--- src/rtl/regfile_sb.sv ---
// Integer register file with a per-register busy scoreboard for RAW-hazard stalls.
// Two combinational read ports (optional write-through bypass), one writeback, one issue port.
module regfile_sb #(
  parameter int XLEN     = 32,
  parameter int NREGS    = 32,
  parameter int AW       = $clog2(NREGS),
  parameter bit BYPASS   = 1'b1,
  parameter bit ZERO_REG = 1'b1
) (
  input  logic            clk,
  input  logic            rst_n,
  input  logic            wen,
  input  logic [AW-1:0]   rd,
  input  logic [XLEN-1:0] din,
  input  logic            iss_en,
  input  logic [AW-1:0]   iss_rd,
  input  logic            flush,
  input  logic [AW-1:0]   rs1,
  input  logic [AW-1:0]   rs2,
  output logic [XLEN-1:0] r1,
  output logic [XLEN-1:0] r2,
  output logic            r1_rdy,
  output logic            r2_rdy,
  output logic [AW:0]     busy_cnt
);

  localparam logic [AW-1:0] ZERO_IDX = {AW{1'b0}};

  logic [XLEN-1:0]  regs_r [NREGS];
  logic [NREGS-1:0] busy_r;
  logic [NREGS-1:0] busy_next_s;
  logic [AW:0]      cnt_r;
  logic             wr_ok_s;
  logic             set_s;
  logic             clr_s;

  assign wr_ok_s = wen && !(ZERO_REG && (rd == ZERO_IDX));

  // A newly set bit raises the count, a cleared bit lowers it; issue wins over writeback on one index.
  assign set_s = !flush && iss_en && !(ZERO_REG && (iss_rd == ZERO_IDX)) && !busy_r[iss_rd];
  assign clr_s = !flush && wen && busy_r[rd] && !(iss_en && (iss_rd == rd));

  // Register array storage
  always_ff @(posedge clk or negedge rst_n) begin
    if (!rst_n) begin
      for (int i = 0; i < NREGS; i++) begin
        regs_r[i] <= {XLEN{1'b0}};
      end
    end else if (wr_ok_s) begin
      regs_r[rd] <= din;
    end
  end

  // Scoreboard next state: flush, then issue, then writeback
  always_comb begin
    busy_next_s = busy_r;
    for (int i = 0; i < NREGS; i++) begin
      if (flush || (ZERO_REG && (i == 0))) begin
        busy_next_s[i] = 1'b0;
      end else if (iss_en && (iss_rd == AW'(i))) begin
        busy_next_s[i] = 1'b1;
      end else if (wen && (rd == AW'(i))) begin
        busy_next_s[i] = 1'b0;
      end else begin
        busy_next_s[i] = busy_r[i];
      end
    end
  end

  // Scoreboard state
  always_ff @(posedge clk or negedge rst_n) begin
    if (!rst_n) begin
      busy_r <= {NREGS{1'b0}};
    end else begin
      busy_r <= busy_next_s;
    end
  end

  // Busy count tracked incrementally alongside the scoreboard
  always_ff @(posedge clk or negedge rst_n) begin
    if (!rst_n) begin
      cnt_r <= {(AW+1){1'b0}};
    end else if (flush) begin
      cnt_r <= {(AW+1){1'b0}};
    end else begin
      case ({set_s, clr_s})
        2'b10:   cnt_r <= cnt_r + {{AW{1'b0}}, 1'b1};
        2'b01:   cnt_r <= cnt_r - {{AW{1'b0}}, 1'b1};
        default: cnt_r <= cnt_r;
      endcase
    end
  end

  assign busy_cnt = cnt_r;

  // Read port 1
  always_comb begin
    r1     = regs_r[rs1];
    r1_rdy = !busy_r[rs1];
    if (ZERO_REG && (rs1 == ZERO_IDX)) begin
      r1     = {XLEN{1'b0}};
      r1_rdy = 1'b1;
    end else if (BYPASS && wen && (rd == rs1)) begin
      r1     = din;
      r1_rdy = 1'b1;
    end else begin
      r1     = regs_r[rs1];
      r1_rdy = !busy_r[rs1];
    end
  end

  // Read port 2
  always_comb begin
    r2     = regs_r[rs2];
    r2_rdy = !busy_r[rs2];
    if (ZERO_REG && (rs2 == ZERO_IDX)) begin
      r2     = {XLEN{1'b0}};
      r2_rdy = 1'b1;
    end else if (BYPASS && wen && (rd == rs2)) begin
      r2     = din;
      r2_rdy = 1'b1;
    end else begin
      r2     = regs_r[rs2];
      r2_rdy = !busy_r[rs2];
    end
  end

endmodule

--- config.mk ---
export PLATFORM = sky130hd
export DESIGN_NAME = regfile_sb
export DESIGN_NICKNAME = d
export VERILOG_FILES = /design/src/rtl/regfile_sb.sv
export SDC_FILE = /design/constraint.sdc
export NUM_CORES = 2
export LEC_CHECK = 0
export BUFFER_PORTS_ARGS = -buffer_cell sky130_fd_sc_hd__buf_2
export CAP_MARGIN = 20
export CORE_MARGIN = 4
export CORE_UTILIZATION = 55
export CTS_BUF_LIST = sky130_fd_sc_hd__clkbuf_16
export DETAILED_ROUTE_END_ITERATION = 10
export GPL_TIMING_DRIVEN = 0
export PLACE_DENSITY = 0.71
export SYNTH_ARGS = -nofsm -noshare
export SYNTH_HDL_FRONTEND = slang
export SYNTH_SLANG_ARGS = --single-unit
export TNS_END_PERCENT = 50
--- constraint.sdc ---
create_clock -name clk -period 3.9 [get_ports clk]
set_clock_uncertainty 0.2 [all_clocks]
set_input_delay 0.78 -clock clk [delete_from_list [all_inputs] [get_ports clk]]
set_output_delay 0.78 -clock clk [all_outputs]
set_load 0.005 [all_outputs]
==> impl_metrics.csv <==
group,metric,value,unit
clock_tree,cts_buffers,115,
power,fin_total_pwr,34.3,mW
die,num_rows,118,
critical_path,cpMaxStageDelayCell,"buf_1",
clock_tree,cts_max_path_buffers,3,
sta,finalCritPeriodShare,107,%
synthesis,synthArstFlopShare,100,%
critical_path,worstPathArrival,3.21,ns
die,chipHeight,332,µm
status,status,"finished with violations",
layout,layout_common_cells,"dfrtp_1 (1061), mux4_2 (637), mux2_1 (547), mux2_2 (455), clkbuf_1 (169)",
sta,final_max_slew_viol_count,0,
global_route,antenna_found_initial,15,
layout,drive_gt1_share,45.1,%
global_route,grt-ovfl-total,0,
critical_path,critPathRequiredTime,2.92,ns
place,hpwl,157000,µm
synthesis,synth_area_leaders,"dfrtp_1 (46%), mux4_2 (25%), mux2_1 (11%), mux2_2 (8.9%), mux2i_1 (1.7%)",
sta,final-hold-violation-count,0,
layout,final_common_cell,"dfrtp_1",
critical_path,path_max_fanout,10,
critical_path,critPathLaunchType,"primary input",
place,dpl.cell_count,5227,
layout,syn2layout_area_growth,18.8,%
critical_path,critPathKind,"in2out",
sta,slew_headroom,15.9,%
synthesis,yosysWarnings,0,
clock_tree,clk_pin_slew,0.06,ns
critical_path,crit_chain,"buf_4, buf_1, buf_8, mux4_2, mux2i_2, a211oi_4, buf_2",
clock_tree,clk_latency,0.72,ns
synthesis,syn-num-nets,3752,
synthesis,synth.ff_latch_count,1061,
power,vdd_drop_max,0.438,mV
synthesis,ys_seq_area_share,46.0,%
die,start_util,55.6,%
drt,drt_iter0_markers,5527,
layout,final_area,0.0686,mm²
sta,fmax,0.239,GHz
sta,worst_pin_slew,1.26,ns
drt,finalWirelength,228000,µm
sta,setup_viol,64,
drt,route.detailed.drc,0,
drt,first_pass_iters,5,
drt,vias_per_cell,7.41,
drt,via_count,40900,
drt,avgRoutedWirePerCell,41.3,µm
layout,finalNonFillerCells,5520,
global_route,grt_max_degree,167,
sta,rsz0062_at_grt,"yes",
sta,period_minus_slack,4.19,ns
synthesis,synth_area,0.0577,mm²
synthesis,yosysUniqueCellTypes,60,
place,port_buffers,116,
die,die_area,0.110,mm²
synthesis,synth_top_flop_cell,"dfrtp_1",
power,cellLeakagePower,29.7,nW
status,violations,"negative setup slack",
global_route,grt_pass1_vias,40200,
critical_path,slowest_delay,0.64,ns
global_route,track_usage,40.9,%
synthesis,synth_cells,3690,
place,placed_area,0.0608,mm²
clock_tree,cts.sink_count,1061,
power,power.density,500,mW/mm²
clock_tree,tritoncts,"built",
global_route,grt_pass1_wl,313000,µm
place,finalWeightedCongestion,1.03,
synthesis,synth-edff-count,0,
synthesis,yosys.area.top_type,"dfrtp_1",
critical_path,crit_path_end_kind,"output port",
die,die_w,332,µm
clock_tree,h-tree-depth,3,
sta,setup_slack,-0.291,ns
synthesis,synth_top_area_share,46.0,%
die,core_area,0.104,mm²
drt,antenna_left,0,
min_path,min_path_type,"in2reg",
synthesis,syn_area_per_cell,15.6,µm²
flow_run,cap_violations,0,
sta,hold_slack,0.193,ns
die,pin_count,129,
clock_tree,cts-root-buf,"clkbuf_16",
layout,nNetsFinal,4102,
[state kept, by name, indices dropped and copies added, names as in the netlist]
signal and flops:
regs_r 1024, busy_r 31, busy_cnt 6
[critical path: cells and delay by family]
family | cells | cell delay (ns)
mux | 2 | 0.43
compound gates | 1 | 0.50
buf+inv | 4 | 1.45
[path summary, 6_finish.rpt]
check	start	endpoint	slack, ns	cells past startpoint
worst max-delay path	rs1[3]	r1[20]	-0.29	7
worst min-delay path	din[28]	regs_r[796]$_DFFE_PN0P_	0.19	2
worst max register to register	busy_r[22]$_DFFE_PN0P_	busy_cnt[5]$_DFFE_PN0P_	0.38	14
worst min register to register	regs_r[1016]$_DFFE_PN0P_	regs_r[1016]$_DFFE_PN0P_	0.28	1
max in group asynchronous	rst_n	regs_r[241]$_DFFE_PN0P_	0.67	5
min in group asynchronous	rst_n	regs_r[920]$_DFFE_PN0P_	0.41	2
[where the power goes]
part	leakage, nW	switching [mW]	total, mW	internal (mW)
clock	1.98	4.77	11.5	6.70
sequential	13.6	1.49	14.5	13.0
combinational	14.0	3.79	8.27	4.48
total	29.7	10.1	34.3	24.2
[Yosys cell counts, types with 9 or more instances]
| cell | n |
|---|---|
| buf_1 | 64 |
| nor3_1 | 9 |
| nand2_1 | 75 |
| mux4_2 | 637 |
| nand2b_1 | 19 |
| xor2_1 | 12 |
| buf_4 | 11 |
| a211oi_1 | 54 |
| buf_2 | 101 |
| nor2b_1 | 22 |
| a21oi_1 | 44 |
| a22oi_1 | 21 |
| mux2_1 | 547 |
| mux2i_1 | 98 |
| mux2_2 | 457 |
| clkbuf_1 | 247 |
| nor2_1 | 81 |
| o21ai_0 | 20 |
| o21ai_1 | 33 |
| dfrtp_1 | 1061 |
[stage by stage]
step	setup WS (ns)	TNS [ns]	util, %
after floorplan	0.168	0	-
after global placement	-21.87	-	57.8
after detailed placement	-1.81	-112.65	58.6
after CTS	-0.0626	-0.988	65.1
after global routing	-0.173	-3.07	66.0
final	-0.291	-4.87	66.1
[layout make-up]
type / count / area [µm²]
plain buffers: 429 / 3660
clock inverters: 91 / 931
multi-input cells: 2193 / 30200
fillers: 7235 / 35200
diodes: 8 / 20.0
flip-flops and latches: 1061 / 26600
inverters: 5 / 18.8
repair buffers: 235 / 2490
clock buffers: 118 / 2950
well taps: 1380 / 1730
[kinds of logic after synthesis]
family	count (synthesis)	share of synthesized area (%)
AO/OA/AOI/OAI	187	2.11
XOR/XNOR	20	0.336
adder cells (fa/ha/maj)	5	0.121
buffers and inverters	436	3.23
flip-flops	1061	46.0
multiplexers	1742	46.3
AND/OR/NAND/NOR	239	1.93
[metal layers]
| metal | up-vias | track usage, % | part of all wire (%) |
|---|---|---|---|
| met5 | - | 0.695 | 0.079 |
| met4 | 14 | 29.1 | 8.9 |
| met3 | 804 | 16.1 | 14 |
| met2 | 3267 | 56.5 | 42 |
| met1 | 21700 | 52.8 | 35 |
| li1 | 15100 | - | - |
[timing repair]
item                       4_1_cts  5_1_grt
gates cloned                     7        7
setup endpoints to repair       66       66
setup buffers                   30       33
pin swaps                       22       41
resized for setup              616      118
hold endpoints to repair       107        0
hold buffers                     1        0
(Power assumes the default switching activity.)
